### src/rtl/systolic_pkg.sv
// -----------------------------------------------------------------------------
// systolic_pkg
// Shared definitions for the systolic tile sequencer and the array it drives:
//   - ctrl_state_e : sequencer phase encoding
//   - N_DEFAULT    : default array dimension shared with the array
//   - FLUSH_LEN    : flush bubbles needed to drain the skewed wavefront (2N-2)
//   - ROW_W        : weight row select width for the default dimension
//   - flush_len()  : flush length for an arbitrary dimension
// -----------------------------------------------------------------------------
package systolic_pkg;

  localparam int N_DEFAULT = 3;
  localparam int FLUSH_LEN = 2 * N_DEFAULT - 2;
  localparam int ROW_W     = $clog2(N_DEFAULT);

  typedef enum logic [2:0] {
    IDLE,
    CLR,
    LOAD_W,
    STREAM,
    FLUSH,
    COLLECT,
    OUTPUT,
    FIN
  } ctrl_state_e;

  function automatic int flush_len(input int n);
    return 2 * n - 2;
  endfunction

endpackage

### src/rtl/phase_counter.sv
// -----------------------------------------------------------------------------
// phase_counter
// Loadable up-counter with enable, synchronous clear and terminal-count flag.
// Priority: clr > load > en.
//   clk      : clock, rising edge
//   reset_n  : asynchronous active-low reset (count -> 0)
//   clr      : synchronous clear to 0
//   load     : synchronous load of load_val
//   load_val : value to load
//   en       : count enable
//   term     : terminal value
//   count    : current count
//   tc       : count == term
// -----------------------------------------------------------------------------
module phase_counter #(
  parameter int W = 4
) (
  input  logic         clk,
  input  logic         reset_n,
  input  logic         clr,
  input  logic         load,
  input  logic [W-1:0] load_val,
  input  logic         en,
  input  logic [W-1:0] term,
  output logic [W-1:0] count,
  output logic         tc
);

  always_ff @(posedge clk or negedge reset_n) begin
    if (!reset_n) begin
      count <= '0;
    end else if (clr) begin
      count <= '0;
    end else if (load) begin
      count <= load_val;
    end else if (en) begin
      count <= count + W'(1);
    end
  end

  assign tc = (count == term);

endmodule

### src/rtl/systolic_ctrl.sv
// -----------------------------------------------------------------------------
// systolic_ctrl
// Sequencer for one N x N systolic MAC tile operation:
//   clear accumulators -> load N weight rows -> stream k_len activation vectors
//   -> flush 2N-2 zero bubbles -> collect N column results -> hand result row
//   downstream -> one-cycle done pulse.
// Ports:
//   clk, reset_n          : clock / asynchronous active-low reset
//   start, k_len          : command pulse and vector count (latched in IDLE)
//   busy                  : high outside IDLE
//   clr_acc               : accumulator clear
//   w_load_en, w_row_sel  : weight row write enable / row index
//   a_valid_in, a_ready   : activation handshake
//   feed_en, zero_inj     : array advance enable / force zero inputs
//   mac_done              : per-column result pulse from the array
//   en_y, out_ready       : result row handshake to downstream
//   done                  : completion pulse
// All outputs decode the state register, except feed_en in STREAM which
// follows a_valid_in directly so the array only advances on real data.
// -----------------------------------------------------------------------------
module systolic_ctrl
  import systolic_pkg::*;
#(
  parameter int N  = N_DEFAULT,
  parameter int KW = 8
) (
  input  logic                 clk,
  input  logic                 reset_n,
  input  logic                 start,
  input  logic [KW-1:0]        k_len,
  output logic                 busy,
  output logic                 clr_acc,
  output logic                 w_load_en,
  output logic [$clog2(N)-1:0] w_row_sel,
  input  logic                 a_valid_in,
  output logic                 a_ready,
  output logic                 feed_en,
  output logic                 zero_inj,
  input  logic                 mac_done,
  output logic                 en_y,
  input  logic                 out_ready,
  output logic                 done
);

  localparam int SEL_W  = $clog2(N);
  localparam int FL_LEN = flush_len(N);
  localparam int FW     = $clog2(FL_LEN + 1);
  localparam int MW     = $clog2(N + 1);

  ctrl_state_e state, state_nxt;
  logic [KW-1:0] k_reg;

  logic [SEL_W-1:0] row_cnt;
  logic [KW-1:0]    vec_cnt;
  logic [FW-1:0]    flush_cnt;
  logic [MW-1:0]    mac_cnt;
  logic             row_tc, vec_tc, flush_tc, mac_tc;
  logic             in_drain;

  // Only the terminal flags steer the FSM; the raw vector/flush/mac counts
  // are not otherwise needed.
  logic unused_cnt;
  assign unused_cnt = ^{vec_cnt, flush_cnt, mac_cnt};

  assign in_drain = (state == FLUSH) || (state == COLLECT);

  // ---- state / command register ----
  always_ff @(posedge clk or negedge reset_n) begin
    if (!reset_n) begin
      state <= IDLE;
      k_reg <= '0;
    end else begin
      state <= state_nxt;
      if (state == IDLE && start) begin
        k_reg <= k_len;
      end
    end
  end

  // ---- phase counters ----
  phase_counter #(.W(SEL_W)) u_row_cnt (
    .clk      (clk),
    .reset_n  (reset_n),
    .clr      (state != LOAD_W),
    .load     (1'b0),
    .load_val ('0),
    .en       (state == LOAD_W),
    .term     (SEL_W'(N - 1)),
    .count    (row_cnt),
    .tc       (row_tc)
  );

  // tc marks the last vector: the handshake taken while tc is high is the
  // one that brings the accepted count up to k_reg.
  phase_counter #(.W(KW)) u_vec_cnt (
    .clk      (clk),
    .reset_n  (reset_n),
    .clr      (state != STREAM),
    .load     (1'b0),
    .load_val ('0),
    .en       ((state == STREAM) && a_valid_in),
    .term     (k_reg - KW'(1)),
    .count    (vec_cnt),
    .tc       (vec_tc)
  );

  phase_counter #(.W(FW)) u_flush_cnt (
    .clk      (clk),
    .reset_n  (reset_n),
    .clr      (state != FLUSH),
    .load     (1'b0),
    .load_val ('0),
    .en       (state == FLUSH),
    .term     (FW'(FL_LEN - 1)),
    .count    (flush_cnt),
    .tc       (flush_tc)
  );

  // Saturates at N: extra pulses once all columns are in are dropped.
  phase_counter #(.W(MW)) u_mac_cnt (
    .clk      (clk),
    .reset_n  (reset_n),
    .clr      (!in_drain),
    .load     (1'b0),
    .load_val ('0),
    .en       (in_drain && mac_done && !mac_tc),
    .term     (MW'(N)),
    .count    (mac_cnt),
    .tc       (mac_tc)
  );

  // ---- next-state ----
  always_comb begin
    state_nxt = state;
    case (state)
      IDLE:    if (start) state_nxt = (k_len == '0) ? FIN : CLR;
      CLR:     state_nxt = LOAD_W;
      LOAD_W:  if (row_tc) state_nxt = STREAM;
      STREAM:  if (a_valid_in && vec_tc) state_nxt = FLUSH;
      FLUSH:   if (flush_tc) state_nxt = COLLECT;
      COLLECT: if (mac_tc) state_nxt = OUTPUT;
      OUTPUT:  if (out_ready) state_nxt = FIN;
      FIN:     state_nxt = IDLE;
      default: state_nxt = IDLE;
    endcase
  end

  // ---- output decode ----
  always_comb begin
    busy      = (state != IDLE);
    clr_acc   = 1'b0;
    w_load_en = 1'b0;
    w_row_sel = '0;
    a_ready   = 1'b0;
    feed_en   = 1'b0;
    zero_inj  = 1'b0;
    en_y      = 1'b0;
    done      = 1'b0;
    case (state)
      CLR:     clr_acc = 1'b1;
      LOAD_W: begin
        w_load_en = 1'b1;
        w_row_sel = row_cnt;
      end
      STREAM: begin
        a_ready = 1'b1;
        feed_en = a_valid_in;
      end
      FLUSH, COLLECT: begin
        feed_en  = 1'b1;
        zero_inj = 1'b1;
      end
      OUTPUT:  en_y = 1'b1;
      FIN:     done = 1'b1;
      default: ;
    endcase
  end

endmodule

### config.mk
export PLATFORM = sky130hd
export DESIGN_NAME = systolic_ctrl
export DESIGN_NICKNAME = d
export VERILOG_FILES = /design/src/rtl/systolic_pkg.sv /design/src/rtl/phase_counter.sv /design/src/rtl/systolic_ctrl.sv
export SDC_FILE = /design/constraint.sdc
export NUM_CORES = 1
export LEC_CHECK = 0
export CORE_UTILIZATION = 59
export CTS_BUF_LIST = sky130_fd_sc_hd__clkbuf_4
export CTS_CLUSTER_DIAMETER = 80
export DETAILED_ROUTE_END_ITERATION = 10
export PLACE_DENSITY_LB_ADDON = 0.25
export SYNTH_ARGS = -nofsm -noshare
export SYNTH_HDL_FRONTEND = slang
export SYNTH_SLANG_ARGS = --single-unit
### constraint.sdc
create_clock -name clk -period 3.7 [get_ports clk]
set_input_delay 0.555 -clock clk [delete_from_list [all_inputs] [get_ports clk]]
set_output_delay 0.555 -clock clk [all_outputs]
set_load 0.1 [all_outputs]
==> flow_summary.toml <==
[run_status]
status = "complete, no violations"

[drt]
drtAntennaViolNets = 0
post_drt_wl_per_cell_um = 14.86
dr.pass1.iters = 4
wirelength_um = 3285
viasPerCell = 6.041
drc = 0
vias = 1335
first_iter_violations = 23

[clock_network]
clkTransAtPathRegs_ps = 140
clk_latency_ps = 330
cts_setup_buffers = 0
cts_root_buffer = "clkbuf_4"
cts_max_level = 1
cts-hold-fix-buffers = 0
cts.sinks = 26
cts_resized = 0
cts_inserted_buffers = 3
cts_buffer_depth = 2
cts_tree = "done"

[setup_path]
cp.arrival_ps = 2390
start_kind = "flop"
reg2reg_to = "state[2]"
critPathMaxFanout = 10
r2r_slack_ps = 1720
reg2regPathDepth = 7
criticalPathCategory = "flop to primary output"
critPathRequiredTime_ps = 3140
endpoint_kind = "primary output"
reg2reg_from = "k_reg[0]"

[synthesis]
synth_seq_cells = 26
synthMostInstantiatedCell = "dfrtp_1"
synth.top_cell.area_share_pct = 40.31
syn_avg_cell_area_um2 = 9.223
ys_types = 39
yosysWarnings = 0
ys_async_sr_fraction_pct = 100.0
ys_top_cells_by_area = "dfrtp_1 40%, xor2_1 4.9%, ha_1 4.7%"
synth_edf_count = 0
synth_seq_area_share_pct = 40.31
synthFlopType = "dfrtp_1"
synth_commonest_cells = "26 x dfrtp_1, 15 x nor2_1, 14 x nand2_1"
synth.largest_area_cell = "dfrtp_1"
syn_area_um2 = 1614
synth_fp_nets = 195
syn_inst = 175

[power_and_ir_drop]
total_power_mw = 1.284
power_frac_clock_pct = 15.1
p_int_mw = 0.7057
ir_worst_vdd_v = 0.0004766
combPwrFrac_pct = 47.9
netSwitchingFraction_pct = 45.02
p_sw_mw = 0.5779
seqPwrFrac_pct = 37.0
powerDensity_nw_per_um2 = 685.3
p_leak_nw = 0.8599

[floorplanning]
ios = 24
die-area_um2 = 2949
start_util_pct = 63.99
core-area_um2 = 2522
die_h_um = 54.31
die_x_um = 54.31
row_count = 18

[layout]
nets = 212
n_antenna_cell = 0
multi_input_area_um2 = 887.1
drive_above_1_share_pct = 11.52
ff_latch_area_um2 = 650.6
fill_cells = 175
synthToLayoutAreaGrowth_pct = 16.05

[min_path]
hold_class = "flop to flop"
whs_endpoint = "u_row_cnt.count[0]"
hold-path-cell-count = 1
worstHoldStart = "u_row_cnt.count[0]"

[global_route]
grt_pass1_vias = 1257
overflow = 0
grt_pass1_wl_um = 5244
grtUsageTotal_pct = 25.12
grt_start_max_net_pins = 27
antenna_found_initial = 0

[timing]
fin_skew_ps = 9.431
rsz0062_at_grt = "false"
slew_violations = 0
finalCriticalPeriod_ps = 2940
setup_viol = 0
fin_setup_tns_ps = 0
tightestPinTransition_ps = 1123
slew_headroom_pct = 24.90
hold_viol_final = 0
fmax_mhz = 340.1
layout_worst_path_cycle_share_pct = 79.47

[placement]
dpl.hpwl_um = 2450
io_buffers = 23
gp_congestion = 0.8071

[flow_run]
drv_cap = 0
==> cell type report <==
type / instances / share of cell area [%]
Tap cell: 30 / 2.004
Sequential cell: 26 / 34.74
Clock inverter: 1 / 1.603
Timing Repair Buffer: 23 / 11.49
Multi-Input combinational cell: 130 / 47.36
Inverter: 8 / 1.603
Clock buffer: 3 / 1.202
==> how the worst max path moves through the flow <==
stage,startpoint,to,slack (ps)
2_1_floorplan,state[1],w_row_sel[1],150
3_3_place_gp,state[0],clr_acc,1230
3_5_place_dp,state[0],clr_acc,1140
4_1_cts,state[0],clr_acc,760
5_1_grt,state[0],clr_acc,680
6_report,state[0],clr_acc,760
==> power by group through the flow <==
stage / Combinational (mW) / Clock [mW] / Sequential [mW]
finish: 0.615 / 0.194 / 0.475
global route: 0.664 / 0.208 / 0.486
CTS: 0.613 / 0.198 / 0.472
detailed placement: 0.608 / 0 / 0.476
global placement: 0.588 / 0 / 0.469
floorplan: 0.526 / 0 / 0.429
==> metrics by stage <==
stage,setup WS [ps],cell area (um^2),utilization [%],hold slack (ps),std cells
floorplan,148.1,1614,-,259.4,175
global placement,1231,1821,72.17,421.3,217
detailed placement,1144,1821,72.17,426.3,217
CTS,759.8,1873,74.26,445.0,221
global route,676.7,1873,74.26,457.9,221
finish,759.5,1873,74.26,443.7,221
==> metal layers <==
| layer | track usage (%) | vias to the layer above | part of all wire (%) |
|---|---|---|---|
| li1 | - | 650 | - |
| met3 | 3.056 | 7 | 3.7 |
| met1 | 29.51 | 644 | 45 |
| met4 | 9.402 | 0 | 1.7 |
| met2 | 46.14 | 34 | 50 |
| met5 | 0 | - | 0 |
==> worst max-delay path: stages (launching register included) <==
cell	delay [ps]
dfrtp_1	560
inv_2	120
nor3_1	210
clkdlybuf4s50_1	1160
==> cell usage in the layout (no fill, tap or decap), types with 2 or more instances in the layout <==
master           synthesis  routed
a211oi_1                 4       4
a21oi_1                  5       5
and2_1                   4       4
and3_1                   7       7
buf_4                    0       6
clkbuf_4                 0       3
clkdlybuf4s50_1          0      17
dfrtp_1                 26      26
ha_1                     6       6
inv_1                    7       7
mux2_2                   6       6
mux2i_1                  3       3
nand2_1                 14      14
nand2b_1                 7       7
nand4_1                  5       5
nor2_1                  15      15
nor3_1                  10      10
nor4_1                   2       2
o211ai_1                 2       2
o21ai_0                  7       7
or3_1                    3       3
xnor2_1                  5       5
xor2_1                   9       9
==> kinds of logic after synthesis <==
logic type	count (synthesis)	synth area share, %
adders and majority gates	6	4.651
xor gates and xnor gates	14	7.597
AOI/OAI and AO/OA	29	12.87
muxes	9	6.046
and+or+nand+nor	72	23.80
buffers and inverters	19	4.729
DFF	26	40.31
Note: power is estimated with default switching activity, not from simulation.
